==> src/rtl/cv32e40p_tmr_health_voter_pkg.sv <==
// Shared types and default tuning constants for the TMR health voter.
// The replica health FSM and the voter top both import this package.
package cv32e40p_pkg2_ft;

    typedef enum logic [1:0] {
        HEALTHY   = 2'd0,
        BROKEN    = 2'd1,
        PROBATION = 2'd2
    } health_state_e;

    localparam int unsigned DEF_INCREMENT          = 4;
    localparam int unsigned DEF_DECREMENT          = 1;
    localparam int unsigned DEF_BREAKING_THRESHOLD = 12;
    localparam int unsigned DEF_COUNT_BIT          = 4;
    localparam int unsigned DEF_PROBATION_LEN      = 8;

endpackage

==> src/rtl/cv32e40p_replica_health_fsm.sv <==
// Health tracking for one replica: a leaky error counter, a probation window
// for software-driven reintegration, and the HEALTHY/BROKEN/PROBATION state.
module cv32e40p_replica_health_fsm
    import cv32e40p_pkg2_ft::*;
#(
    parameter int unsigned INCREMENT          = DEF_INCREMENT,
    parameter int unsigned DECREMENT          = DEF_DECREMENT,
    parameter int unsigned BREAKING_THRESHOLD = DEF_BREAKING_THRESHOLD,
    parameter int unsigned COUNT_BIT          = DEF_COUNT_BIT,
    parameter int unsigned PROBATION_LEN      = DEF_PROBATION_LEN
) (
    input  logic clk,
    input  logic rst,
    input  logic err_i,
    input  logic judge_en_i,
    input  logic set_broken_i,
    input  logic repair_i,
    output logic is_healthy_o,
    output logic is_broken_o,
    output logic in_probation_o
);

    localparam int unsigned PW = $clog2(PROBATION_LEN + 1);
    localparam logic [31:0] CNT_MAX = 32'((64'd1 << COUNT_BIT) - 64'd1);

    health_state_e        state_reg, state_next;
    logic [COUNT_BIT-1:0] cnt_reg, cnt_next;
    logic [PW-1:0]        pcnt_reg, pcnt_next;
    logic [31:0]          cnt_calc;
    logic                 error;

    always_ff @(posedge clk or posedge rst) begin
        if (rst) begin
            state_reg <= HEALTHY;
            cnt_reg   <= '0;
            pcnt_reg  <= '0;
        end else begin
            state_reg <= state_next;
            cnt_reg   <= cnt_next;
            pcnt_reg  <= pcnt_next;
        end
    end

    // An unjudged cycle counts as clean so probation can always make progress.
    always_comb begin
        error      = err_i & judge_en_i;
        state_next = state_reg;
        cnt_next   = cnt_reg;
        pcnt_next  = pcnt_reg;
        cnt_calc   = 32'(cnt_reg);
        if (set_broken_i) begin
            state_next = BROKEN;
        end else begin
            case (state_reg)
                HEALTHY: begin
                    if (error) begin
                        cnt_calc = 32'(cnt_reg) + INCREMENT;
                        if (cnt_calc > CNT_MAX) cnt_calc = CNT_MAX;
                    end else if (32'(cnt_reg) >= DECREMENT) begin
                        cnt_calc = 32'(cnt_reg) - DECREMENT;
                    end else begin
                        cnt_calc = 32'd0;
                    end
                    cnt_next = cnt_calc[COUNT_BIT-1:0];
                    if (cnt_calc >= BREAKING_THRESHOLD) state_next = BROKEN;
                end
                BROKEN: begin
                    if (repair_i) begin
                        state_next = PROBATION;
                        cnt_next   = '0;
                        pcnt_next  = '0;
                    end
                end
                PROBATION: begin
                    if (error) begin
                        state_next = BROKEN;
                    end else if (pcnt_reg == PW'(PROBATION_LEN - 1)) begin
                        state_next = HEALTHY;
                        cnt_next   = '0;
                        pcnt_next  = '0;
                    end else begin
                        pcnt_next = pcnt_reg + 1'b1;
                    end
                end
                default: state_next = HEALTHY;
            endcase
        end
    end

    assign is_healthy_o   = (state_reg == HEALTHY);
    assign is_broken_o    = (state_reg == BROKEN);
    assign in_probation_o = (state_reg == PROBATION);

endmodule

==> src/rtl/cv32e40p_tmr_health_voter.sv <==
// Votes a triplicated bus over the currently healthy replicas, judges every
// non-broken replica against the result and counts error cycles.
module cv32e40p_tmr_health_voter
    import cv32e40p_pkg2_ft::*;
#(
    parameter int unsigned W                  = 32,
    parameter int unsigned INCREMENT          = DEF_INCREMENT,
    parameter int unsigned DECREMENT          = DEF_DECREMENT,
    parameter int unsigned BREAKING_THRESHOLD = DEF_BREAKING_THRESHOLD,
    parameter int unsigned COUNT_BIT          = DEF_COUNT_BIT,
    parameter int unsigned PROBATION_LEN      = DEF_PROBATION_LEN,
    parameter int unsigned EVT_W              = 16
) (
    input  logic             clk,
    input  logic             rst,
    input  logic [3*W-1:0]   to_vote_i,
    output logic [W-1:0]     voted_o,
    input  logic [2:0]       set_broken_i,
    input  logic [2:0]       repair_i,
    input  logic             clr_evt_i,
    output logic [2:0]       is_broken_o,
    output logic [2:0]       in_probation_o,
    output logic             err_detected_o,
    output logic             err_corrected_o,
    output logic             fatal_o,
    output logic [EVT_W-1:0] evt_count_o
);

    logic [W-1:0] rep [3];
    logic [2:0]   healthy;
    logic [2:0]   block_err;
    logic [2:0]   judge_en;

    always_comb begin
        voted_o         = rep[0];
        err_detected_o  = 1'b0;
        fatal_o         = 1'b0;
        case (healthy)
            3'b111: begin
                voted_o        = (rep[0] & rep[1]) | (rep[0] & rep[2]) | (rep[1] & rep[2]);
                err_detected_o = (rep[0] != rep[1]) || (rep[0] != rep[2]);
            end
            3'b011: begin
                voted_o        = rep[0];
                err_detected_o = (rep[0] != rep[1]);
                fatal_o        = err_detected_o;
            end
            3'b101: begin
                voted_o        = rep[0];
                err_detected_o = (rep[0] != rep[2]);
                fatal_o        = err_detected_o;
            end
            3'b110: begin
                voted_o        = rep[1];
                err_detected_o = (rep[1] != rep[2]);
                fatal_o        = err_detected_o;
            end
            3'b001:  voted_o = rep[0];
            3'b010:  voted_o = rep[1];
            3'b100:  voted_o = rep[2];
            default: fatal_o = 1'b1;
        endcase
        err_corrected_o = err_detected_o && (healthy == 3'b111);
    end

    // A disagreeing pair cannot tell who is wrong, so both voters take the error.
    for (genvar gi = 0; gi < 3; gi++) begin : g_replica
        logic in_prob;

        assign rep[gi]       = to_vote_i[gi*W +: W];
        assign block_err[gi] = healthy[gi]
                             ? ((healthy == 3'b111) ? (rep[gi] != voted_o) : err_detected_o)
                             : (rep[gi] != voted_o);
        assign judge_en[gi]  = healthy[gi] | (in_prob & ~fatal_o);
        assign in_probation_o[gi] = in_prob;

        cv32e40p_replica_health_fsm #(
            .INCREMENT          (INCREMENT),
            .DECREMENT          (DECREMENT),
            .BREAKING_THRESHOLD (BREAKING_THRESHOLD),
            .COUNT_BIT          (COUNT_BIT),
            .PROBATION_LEN      (PROBATION_LEN)
        ) u_fsm (
            .clk            (clk),
            .rst            (rst),
            .err_i          (block_err[gi]),
            .judge_en_i     (judge_en[gi]),
            .set_broken_i   (set_broken_i[gi]),
            .repair_i       (repair_i[gi]),
            .is_healthy_o   (healthy[gi]),
            .is_broken_o    (is_broken_o[gi]),
            .in_probation_o (in_prob)
        );
    end

    always_ff @(posedge clk or posedge rst) begin
        if (rst) begin
            evt_count_o <= '0;
        end else if (clr_evt_i) begin
            evt_count_o <= '0;
        end else if (err_detected_o && (evt_count_o != {EVT_W{1'b1}})) begin
            evt_count_o <= evt_count_o + 1'b1;
        end
    end

endmodule

==> config.mk <==
export PLATFORM = sky130hd
export DESIGN_NAME = cv32e40p_tmr_health_voter
export DESIGN_NICKNAME = d
export VERILOG_FILES = /design/src/rtl/cv32e40p_tmr_health_voter_pkg.sv /design/src/rtl/cv32e40p_replica_health_fsm.sv /design/src/rtl/cv32e40p_tmr_health_voter.sv
export SDC_FILE = /design/constraint.sdc
export NUM_CORES = 1
export LEC_CHECK = 0
export CAP_MARGIN = 20
export CORE_AREA = 2 2 167 169
export DETAILED_ROUTE_END_ITERATION = 16
export DIE_AREA = 0 0 169 171
export GPL_TIMING_DRIVEN = 1
export MAX_ROUTING_LAYER = met4
export PLACE_DENSITY = 0.54
export SYNTH_ARGS = -nofsm -noshare
export SYNTH_HDL_FRONTEND = slang
export SYNTH_SLANG_ARGS = --single-unit
==> constraint.sdc <==
create_clock -name clk -period 3.4 [get_ports clk]
set_input_delay 0.68 -clock clk [delete_from_list [all_inputs] [get_ports clk]]
set_output_delay 0.68 -clock clk [all_outputs]
set_load 0.01 [all_outputs]
==> results of run 1 <==
cell families after synthesis:
family,after synthesis,share of synthesized area
fa+ha+maj,122,0.189
simple gates,344,0.234
buf+inv,104,0.0597
mux,23,0.0299
xor+xnor,43,0.0476
flops,46,0.143
compound gates,338,0.297
metrics by stage:
stage | util | cell area [sq um] | TNS (ns) | total power, mW | setup slack [ns]
final | 0.555 | 15200 | -6.92 | 11.3 | -0.343
after floorplan | - | 8310 | -0.347 | 4.62 | -0.134
after detailed placement | 0.470 | 12800 | -47.99 | 8.97 | -1.24
after global placement | 0.470 | 12800 | -49.84 | 8.98 | -1.24
after CTS | 0.528 | 14400 | -6.94 | 10.7 | -0.286
after global routing | 0.555 | 15200 | -10.82 | 11.8 | -0.450
synth_stat cells (all sizes together), types with 5 or more instances:
cell type | count | area, sq um
a2111oi | 6 | 53.8
a211o | 5 | 43.8
a211oi | 52 | 400
a21o | 6 | 45.0
a21oi | 68 | 344
a22o | 6 | 52.6
a22oi | 13 | 97.6
a2bb2oi | 17 | 149
a31oi | 21 | 131
a32oi | 17 | 149
and3 | 16 | 100
buf | 38 | 234
clkbuf | 15 | 56.3
dfrtp | 46 | 1150
ha | 122 | 1530
inv | 51 | 191
mux2 | 9 | 101
mux2i | 14 | 140
nand2 | 62 | 233
nand2b | 19 | 119
nand3 | 24 | 125
nand3b | 6 | 45.0
nand4 | 19 | 119
nor2 | 60 | 225
nor2b | 17 | 106
nor3 | 31 | 155
nor3b | 6 | 56.3
nor4 | 41 | 263
o2111ai | 6 | 52.6
o211ai | 10 | 75.1
o21a | 7 | 52.6
o21ai | 42 | 210
o22ai | 6 | 37.5
o31ai | 11 | 82.6
or3 | 17 | 106
xnor2 | 24 | 218
xor2 | 19 | 166
repair_timing:
item                       in CTS  in global routing
gates cloned                    2                  1
setup buffers                  36                 13
setup endpoints to repair      81                 55
gates resized for setup       324                158
pin swaps                      95                 65
worst register-to-register path: cells and delay by family (launching register included):
| kind | cells | cell delay (ns) |
|---|---|---|
| adders and majority gates | 1 | 0.20 |
| muxes | 1 | 0.31 |
| buffers and inverters | 7 | 1.00 |
| AOI/OAI and AO/OA | 6 | 1.14 |
| DFF | 1 | 0.40 |
| and+or+nand+nor | 3 | 0.57 |
power by group through the flow:
stage          logic, mW  clock network (mW)  registers [mW]
5_1_grt             10.4               0.616           0.812
4_1_cts             9.27               0.599           0.792
2_1_floorplan       3.85                   0           0.770
3_5_place_dp        8.18                   0           0.798
3_3_place_gp        8.18                   0           0.799
6_report            9.89               0.581           0.796
cell usage in the layout, fill, tap and decap left out, types with 35 or more instances in the layout:
| cell | instances |
|---|---|
| a21oi_1 | 44 |
| buf_4 | 360 |
| buf_6 | 36 |
| dfrtp_1 | 46 |
| dlygate4sd2_1 | 71 |
| ha_1 | 77 |
| ha_4 | 44 |
| inv_1 | 43 |
| nand2_1 | 58 |
| nor2_1 | 56 |
| o21ai_0 | 35 |
worst paths after layout:
path	from	depth (start not counted)	endpoint
max in group asynchronous	rst	3	g_replica[2].u_fsm.cnt_reg[1]$_DFFE_PP0P_
max reg2reg	g_replica[0].u_fsm.state_reg[0]$_DFFE_PP0P_	18	g_replica[0].u_fsm.state_reg[0]$_DFFE_PP0P_
min reg2reg	g_replica[0].u_fsm.cnt_reg[1]$_DFFE_PP0P_	1	g_replica[0].u_fsm.cnt_reg[1]$_DFFE_PP0P_
min in group asynchronous	rst	2	evt_count_o[2]$_DFFE_PP0P_
min	g_replica[0].u_fsm.cnt_reg[1]$_DFFE_PP0P_	1	g_replica[0].u_fsm.cnt_reg[1]$_DFFE_PP0P_
max	g_replica[0].u_fsm.state_reg[0]$_DFFE_PP0P_	18	g_replica[0].u_fsm.state_reg[0]$_DFFE_PP0P_
metal layers:
| layer | vias to the layer above | wire length [microns] |
|---|---|---|
| met5 | - | 0 |
| met4 | 0 | 2910 |
| li1 | 5042 | - |
| met1 | 5315 | 17900 |
| met3 | 126 | 2880 |
| met2 | 468 | 20100 |
final cells by class:
type / count / area (sq um)
fillers: 2542 / 12200
multi-input cells: 871 / 8310
repair buffers: 573 / 4900
flip-flops and latches: 46 / 1150
well taps: 346 / 433
inverters: 51 / 191
clock buffers: 5 / 125
clock inverters: 3 / 43.8
diodes: 3 / 7.51
==> results.yml, run 1 <==
floorplan:
  die_h_microns: 171
  fp-row-count: 61
  initial_utilization: 0.295
  io_pins: 162
  fp.dieArea_sq_um: 28900
  die_w_microns: 169
  core_sq_um: 27300
cts:
  cts_hold_buf: 0
  clock_latency_ns: 0.29
  clkTransAtPathRegs_ns: 0.06
  clock-root-buffer: "clkbuf_16"
  clkSinkCount: 46
  numCtsBuffers: 5
  clockBufferDepth: 2
  cts_max_level: 2
  cts_tree: "built"
power_and_ir_drop:
  p_leak_nw: 6.60
  power_density_nw_per_um2: 743
  ir_drop_uv: 419
  seqPwrFrac: 0.071
  p_comb_frac: 0.878
  clockPowerShare: 0.052
  internal-power_mw: 5.84
  swShare: 0.481
  p_switching_mw: 5.42
global_route:
  gr-usage-met1: 0.361
  grt_pass1_vias: 10766
  antenna_found_initial: 3
  met2_usage: 0.497
  grt_max_degree: 28
  overflow: 0
  grt_util_met3: 0.0328
  grt_util_all_layers: 0.299
  busiest_layer: "met2"
  grt_pass1_wl_microns: 64100
synthesis:
  ys_ff_latch: 46
  seq_area_frac_synth: 0.143
  synthArstFlopShare: 1.00
  postSynthAreaPerCell_sq_um: 7.91
  ys.flop_type: "dfrtp_1"
  ys_warn_count: 0
  syn_nets: 1247
  synth_cell_types: 83
  synth_edf_count: 0
  synth.cell_area_sq_um: 8070
  netlist_instances: 1020
setup_path:
  crit_buf_inv: 7
  startpoint_type: "flop"
  cp_cell_sequence: "inv_2, ha_4, buf_8, nor3b_4, buf_6, buf_6, buf_4, a222oi_1, buf_4, o22ai_4, nor3_4, o2111ai_4, nor4_4, buf_4, o21ai_2, mux2_4, o21a_1, a311o_1"
  required_ns: 3.57
  cp_slowest_cell: "dfrtp_1"
  slowest_delay_ns: 0.40
  arrival_ns: 3.91
  critical-path-top-delay-family: "compound AO/OA/AOI/OAI gates"
  crit_top_cell: "buf_4"
  critPathKind: "flop to flop"
  reg2reg_slack_ns: -0.34
  cp-end-kind: "flop"
  crit_fanout: 4
flow_run:
  max_cap_viol_count: 0
placement:
  dp_cells: 1836
  place_congestion: 1.07
  dp_hpwl_microns: 34800
  portBuffers: 161
sta:
  worst_hold_slack_ns: 0.490
  relSlewSlack: 0.573
  period_share: 1.10
  rsz0062_at_grt: "yes"
  timing.final.ws_setup_ns: -0.343
  fmax_ghz: 0.267
  hold_violations: 0
  final-setup-viol-count: 32
  max_slew.worst_pin.slew_ns: 0.636
  clock_skew_ns: 0.00641
  layout_min_cycle_time_ns: 3.74
  drv_slew: 0
route:
  wirelength_microns: 43800
  wl_per_cell_microns: 23.1
  dr.pass1.iters: 6
  via_per_inst: 5.77
  postRouteAntennaNets: 0
  drc: 0
  vias: 10951
  drt_iter0_drc: 627
final_layout:
  syn_to_final_growth_pct: 88.0
  final_nets: 1775
  layoutNonFillerInstCount: 1898
  largest_register_ffs: 16
  drive_above_1_share: 0.445
worst_hold_path:
  min_path_type: "flop to flop"
status:
  violations: "negative setup slack"
  outcome: "complete, but fails checks"
No activity file was read; power rests on OpenSTA's default activity.
==> inputs of run 2 (changes only) <==
--- a/config.mk
+++ b/config.mk
@@ -11,7 +11,7 @@
 export DIE_AREA = 0 0 169 171
 export GPL_TIMING_DRIVEN = 1
 export MAX_ROUTING_LAYER = met4
-export PLACE_DENSITY = 0.54
+export PLACE_DENSITY = 0.53
 export SYNTH_ARGS = -nofsm -noshare
 export SYNTH_HDL_FRONTEND = slang
 export SYNTH_SLANG_ARGS = --single-unit
==> run 2 against run 1 <==
Via count grew 0.52%; the flow still finishes with violations (negative setup slack); critical path type unchanged; critical path depth shrank 2; sequential power grew 0.8%; non-clock buffer count up 28; largest power group unchanged; clock-buffer cell count rose by 1; clock skew up 0.0048 ns.
==> results.yml, run 2 (same netlist as run 1, synthesis figures left out) <==
status:
  outcome: "complete, but fails checks"
  violations: "negative setup slack"
final_layout:
  largest_register_ffs: 16
  syn_to_final_growth_pct: 98.9
  design_area_sq_um: 16000
  post-route-util: 0.587
  layoutNonFillerInstCount: 1926
  final_common_cell: "buf_4"
  final_cell_mix: "362 x buf_4, 60 x ha_4, 59 x ha_1"
  final_nets: 1803
  drive_above_1_share: 0.524
setup_path:
  crit_buf_inv: 6
  critical-path-top-delay-family: "simple AND/OR/NAND/NOR gates"
  crit_fanout: 9
  critPathKind: "flop to flop"
  startpoint_type: "flop"
  cp_cell_sequence: "inv_2, ha_4, and3_4, buf_12, buf_12, a222oi_1, buf_4, mux2_4, buf_4, xor2_1, o2111ai_2, nor4_4, buf_4, a21oi_4, or4b_4, o32a_1"
  cp-end-kind: "flop"
  required_ns: 3.57
  crit_top_cell: "buf_4"
  rr_worst_depth: 16
  worstSetupPathDepth: 16
  slowest_delay_ns: 0.54
  cp_slowest_cell: "or4b_4"
  arrival_ns: 3.92
floorplan:
  die_h_microns: 171
  fp-row-count: 61
  die_w_microns: 169
  initial_utilization: 0.295
  fp.dieArea_sq_um: 28900
  core_sq_um: 27300
  io_pins: 162
placement:
  place_congestion: 1.02
  place_area_sq_um: 12800
  dp_cells: 1830
  dp_hpwl_microns: 33700
  place_ws_ns: -1.28
  portBuffers: 161
sta:
  hold_violations: 0
  relSlewSlack: 0.579
  clock_skew_ns: 0.0112
  layout_min_cycle_time_ns: 3.75
  fmax_ghz: 0.267
  timing.final.ws_setup_ns: -0.350
  drv_slew: 0
  setup-tns-final_ns: -6.30
  final-setup-viol-count: 30
  period_share: 1.10
  rsz0062_at_grt: "yes"
  worst_hold_slack_ns: 0.505
  max_slew.worst_pin.slew_ns: 0.625
route:
  wirelength_met1_microns: 17500
  drt_iter0_drc: 622
  postRouteAntennaNets: 0
  dr_wl_met3_microns: 3120
  via_per_inst: 5.72
  wl_met2_microns: 20800
  dr.pass1.iters: 5
  drc: 0
  vias: 11008
  highest_layer: "met4"
  wirelength_microns: 44100
  wl_per_cell_microns: 22.9
power_and_ir_drop:
  ir_drop_uv: 399
  p_leak_nw: 6.83
  power_density_nw_per_um2: 741
  power_mw: 11.9
cts:
  clock-root-buffer: "clkbuf_16"
  clkSinkCount: 46
  clock_latency_ns: 0.30
  clockBufferDepth: 2
  cts_max_level: 2
  cts_tree: "built"
  clkTransAtPathRegs_ns: 0.07
  numCtsBuffers: 5
worst_hold_path:
  hold_depth: 1
  min_path_type: "flop to flop"
global_route:
  grt_max_degree: 47
  grt_pass1_wl_microns: 65200
  grt_pass1_vias: 11053
  overflow: 0
  antenna_found_initial: 3
  grt_util_all_layers: 0.303
flow_run:
  max_cap_viol_count: 0
-- run 2: per-layer routing --
metal,vias to the layer above,global-route usage
li1,5125,-
met4,0,0.130
met2,476,0.516
met1,5280,0.361
met5,-,-
met3,127,0.0400
-- run 2: repair_timing --
item | 4_1_cts | 5_1_grt
buffers inserted | 48 | 36
setup endpoints to repair | 81 | 59
pin swaps | 114 | 94
hold buffers | 0 | 0
resized for setup | 443 | 285
cloned | 3 | 1
-- run 2: final timing paths --
path,from,slack (ns),to
worst max-delay path,g_replica[1].u_fsm.state_reg[0]$_DFFE_PP0P_,-0.35,g_replica[1].u_fsm.cnt_reg[3]$_DFFE_PP0P_
worst min-delay path,g_replica[0].u_fsm.cnt_reg[1]$_DFFE_PP0P_,0.51,g_replica[0].u_fsm.cnt_reg[1]$_DFFE_PP0P_
worst max register to register,g_replica[1].u_fsm.state_reg[0]$_DFFE_PP0P_,-0.35,g_replica[1].u_fsm.cnt_reg[3]$_DFFE_PP0P_
worst min register to register,g_replica[0].u_fsm.cnt_reg[1]$_DFFE_PP0P_,0.51,g_replica[0].u_fsm.cnt_reg[1]$_DFFE_PP0P_
max in group asynchronous,rst,2.12,g_replica[2].u_fsm.cnt_reg[0]$_DFFE_PP0P_
min in group asynchronous,rst,0.87,g_replica[0].u_fsm.cnt_reg[1]$_DFFE_PP0P_
-- run 2: where the power goes --
part	total [mW]	switching, mW	internal, mW
combinational	10.6	5.32	5.28
sequential	0.802	0.139	0.663
clock	0.496	0.223	0.273
-- run 2: area by class of cell --
cell class / count / area, sq um
well taps: 346 / 433
repair buffers: 601 / 5170
clock inverters: 2 / 13.8
diodes: 3 / 7.51
multi-input cells: 871 / 8950
inverters: 51 / 191
clock buffers: 6 / 129
fillers: 2452 / 11300
flip-flops and latches: 46 / 1150
-- run 2: worst reg2reg max path: cells and delay by family, from the launching register on --
family                     cells  cell delay (ns)
AOI/OAI and AO/OA              4             0.64
xor gates and xnor gates       1             0.16
adders and majority gates      1             0.27
buffers and inverters          6             0.90
DFF                            1             0.39
muxes                          1             0.27
and+or+nand+nor                3             1.00
==> RTL change: new RTL, settings of run 2 <==
The package constant `DEF_BREAKING_THRESHOLD` goes from 12 to 9.
--- a/src/rtl/cv32e40p_tmr_health_voter_pkg.sv
+++ b/src/rtl/cv32e40p_tmr_health_voter_pkg.sv
@@ -11,5 +11,5 @@
     localparam int unsigned DEF_INCREMENT          = 4;
     localparam int unsigned DEF_DECREMENT          = 1;
-    localparam int unsigned DEF_BREAKING_THRESHOLD = 12;
+    localparam int unsigned DEF_BREAKING_THRESHOLD = 9;
     localparam int unsigned DEF_COUNT_BIT          = 4;
     localparam int unsigned DEF_PROBATION_LEN      = 8;
Check against the original RTL: not equivalent (a bounded check fails within 10 cycles, from zero or initial values and one cycle with rst high).
==> RTL change against run 2 <==
The flow still finishes with violations (setup timing); synthesized area decreased by 1.9%; wire length decreased by 8.2%; count of clock-buffer cells in the layout unchanged; worst setup slack got worse by 0.11 ns; maximum frequency decreased by 2.8%; total power decreased by 1.6%; sequential cell count unchanged; cell area decreased by 4.7%.
==> RTL change: results (changes against run 2) <==
Global routing
  • Met1 Track Usage GR: 33.86% (-2.3 points)
  • Vias in the first global route: 10,397 (-5.9%)
  • Total track usage: 27.02% (-3.3 points)
  • Initial antenna violation count: 5 (+2)
  • Met3 Use GR: 4.603% (+0.60 points)

Synthesis
  • Synth Area in Compound Gates: 25.41% (-4.3 points)
  • Fraction of synthesized area in multiplexers: 3.670% (+0.68 points)
  • Syn Area/Cell: 8.078 um^2 (+2.2%)
  • Post-synthesis sequential area ratio: 14.55% (+0.28 points)
  • Top post-synthesis cells by area: ha_1 19%, dfrtp_1 15%, xor2_1 5.3%, a21oi_1 3.6%, a211oi_1 3.5%

Finish
  • Final nets: 1,752 (-2.8%)

Routing
  • Avg WL per Cell: 21.55 um (-5.8%)
  • Vias per inst: 5.550 (-2.9%)
  • DRT iter0 DRCs: 783 (+26%)
  • Met2 WL post-DR: 18.32 mm (-12%)
  • Routed length on met3: 3.196 mm (+2.5%)

Placed design
  • Gp weighted congestion: 1.009 (-1.1%)
  • Placed inst area: 12,540 um^2 (-2.3%)

Critical path
  • Crit path launch: to_vote_i[42]
  • Worst R2R Setup Slack: -0.42 ns (-0.07 ns)
  • Reg2reg path depth: 17 (+1)
  • CP Max Fanout: 7 (-2)
  • FF-to-FF End: g_replica[1].u_fsm.state_reg[0]$_DFFE_PP0P_
  • CP arrival: 4.03 ns (+0.11 ns)

Pwr
  • IR drop worst, VDD: 0.4185 mV (+5.0%)
  • PnR Total Power: 0.01171 W (-1.6%)
  • Clock power share: 4.9% (+0.7 points)

Clocking
  • Post_cts resized: 311 (-30%)
  • Postcts setup bufs: 54 (+13%)

STA
  • Setup violations, final: 32 (+6.7%)
  • Skew final: 0.008475 ns (-0.002693 ns)
  • Final critical-path setup slack: -0.4578 ns (-0.1079 ns)

Status
  • Failing checks: setup timing
  • Status: finished, violations left
## RTL change: cell count changes in the layout (fill, tap and decap cells not counted), sizes merged, moves of 13 or more
cell / change
xor2: +29
inv: +18
a32oi: -16
a211oi: -15
dlymetal6s2s: +14
o22ai: +14
nor2b: -13
## RTL change: metrics by stage
step	hold slack (ns)	worst slack (ns)	setup TNS, ns	util (%)
2_1_floorplan	0.4757	-0.03641	-0.1084	-
6_report	0.5214	-0.4578	-10.50	55.97
4_1_cts	0.5242	-0.3942	-10.04	51.39
3_3_place_gp	0.4957	-1.295	-50.73	45.91
3_5_place_dp	0.5044	-1.312	-51.62	45.91
5_1_grt	0.5634	-0.5711	-14.67	55.97
## RTL change: final cells by class
type                    instances  area, um^2
multi-input cells             813        8269
diodes                          4       10.01
inverters                      69       259.0
well taps                     346       432.9
repair buffers                590        5004
fillers                      2464       12030
clock inverters                 2       37.54
clock buffers                   6       128.9
flip-flops and latches         46        1151
## RTL change: worst max-delay path, cell delays in order
cell           delay, ns
dlygate4sd2_1       0.29
ha_1                0.21
or3_4               0.38
a221oi_4            0.27
mux2_4              0.21
buf_4               0.11
xor2_2              0.21
nand4_1             0.21
nor4_4              0.23
buf_4               0.18
a21oi_4             0.08
or4b_4              0.53
o211ai_1            0.13
a31oi_2             0.15
mux2i_1             0.15
## RTL change: logic make-up (layout without fill, tap and decap cells)
family / after synthesis / after routing
AO/OA/AOI/OAI: 275 / 276
XOR/XNOR: 68 / 68
adder cells (fa/ha/maj): 122 / 122
buffers and inverters: 122 / 667
flip-flops: 46 / 46
multiplexers: 27 / 27
other: 0 / 4
AND/OR/NAND/NOR: 319 / 320
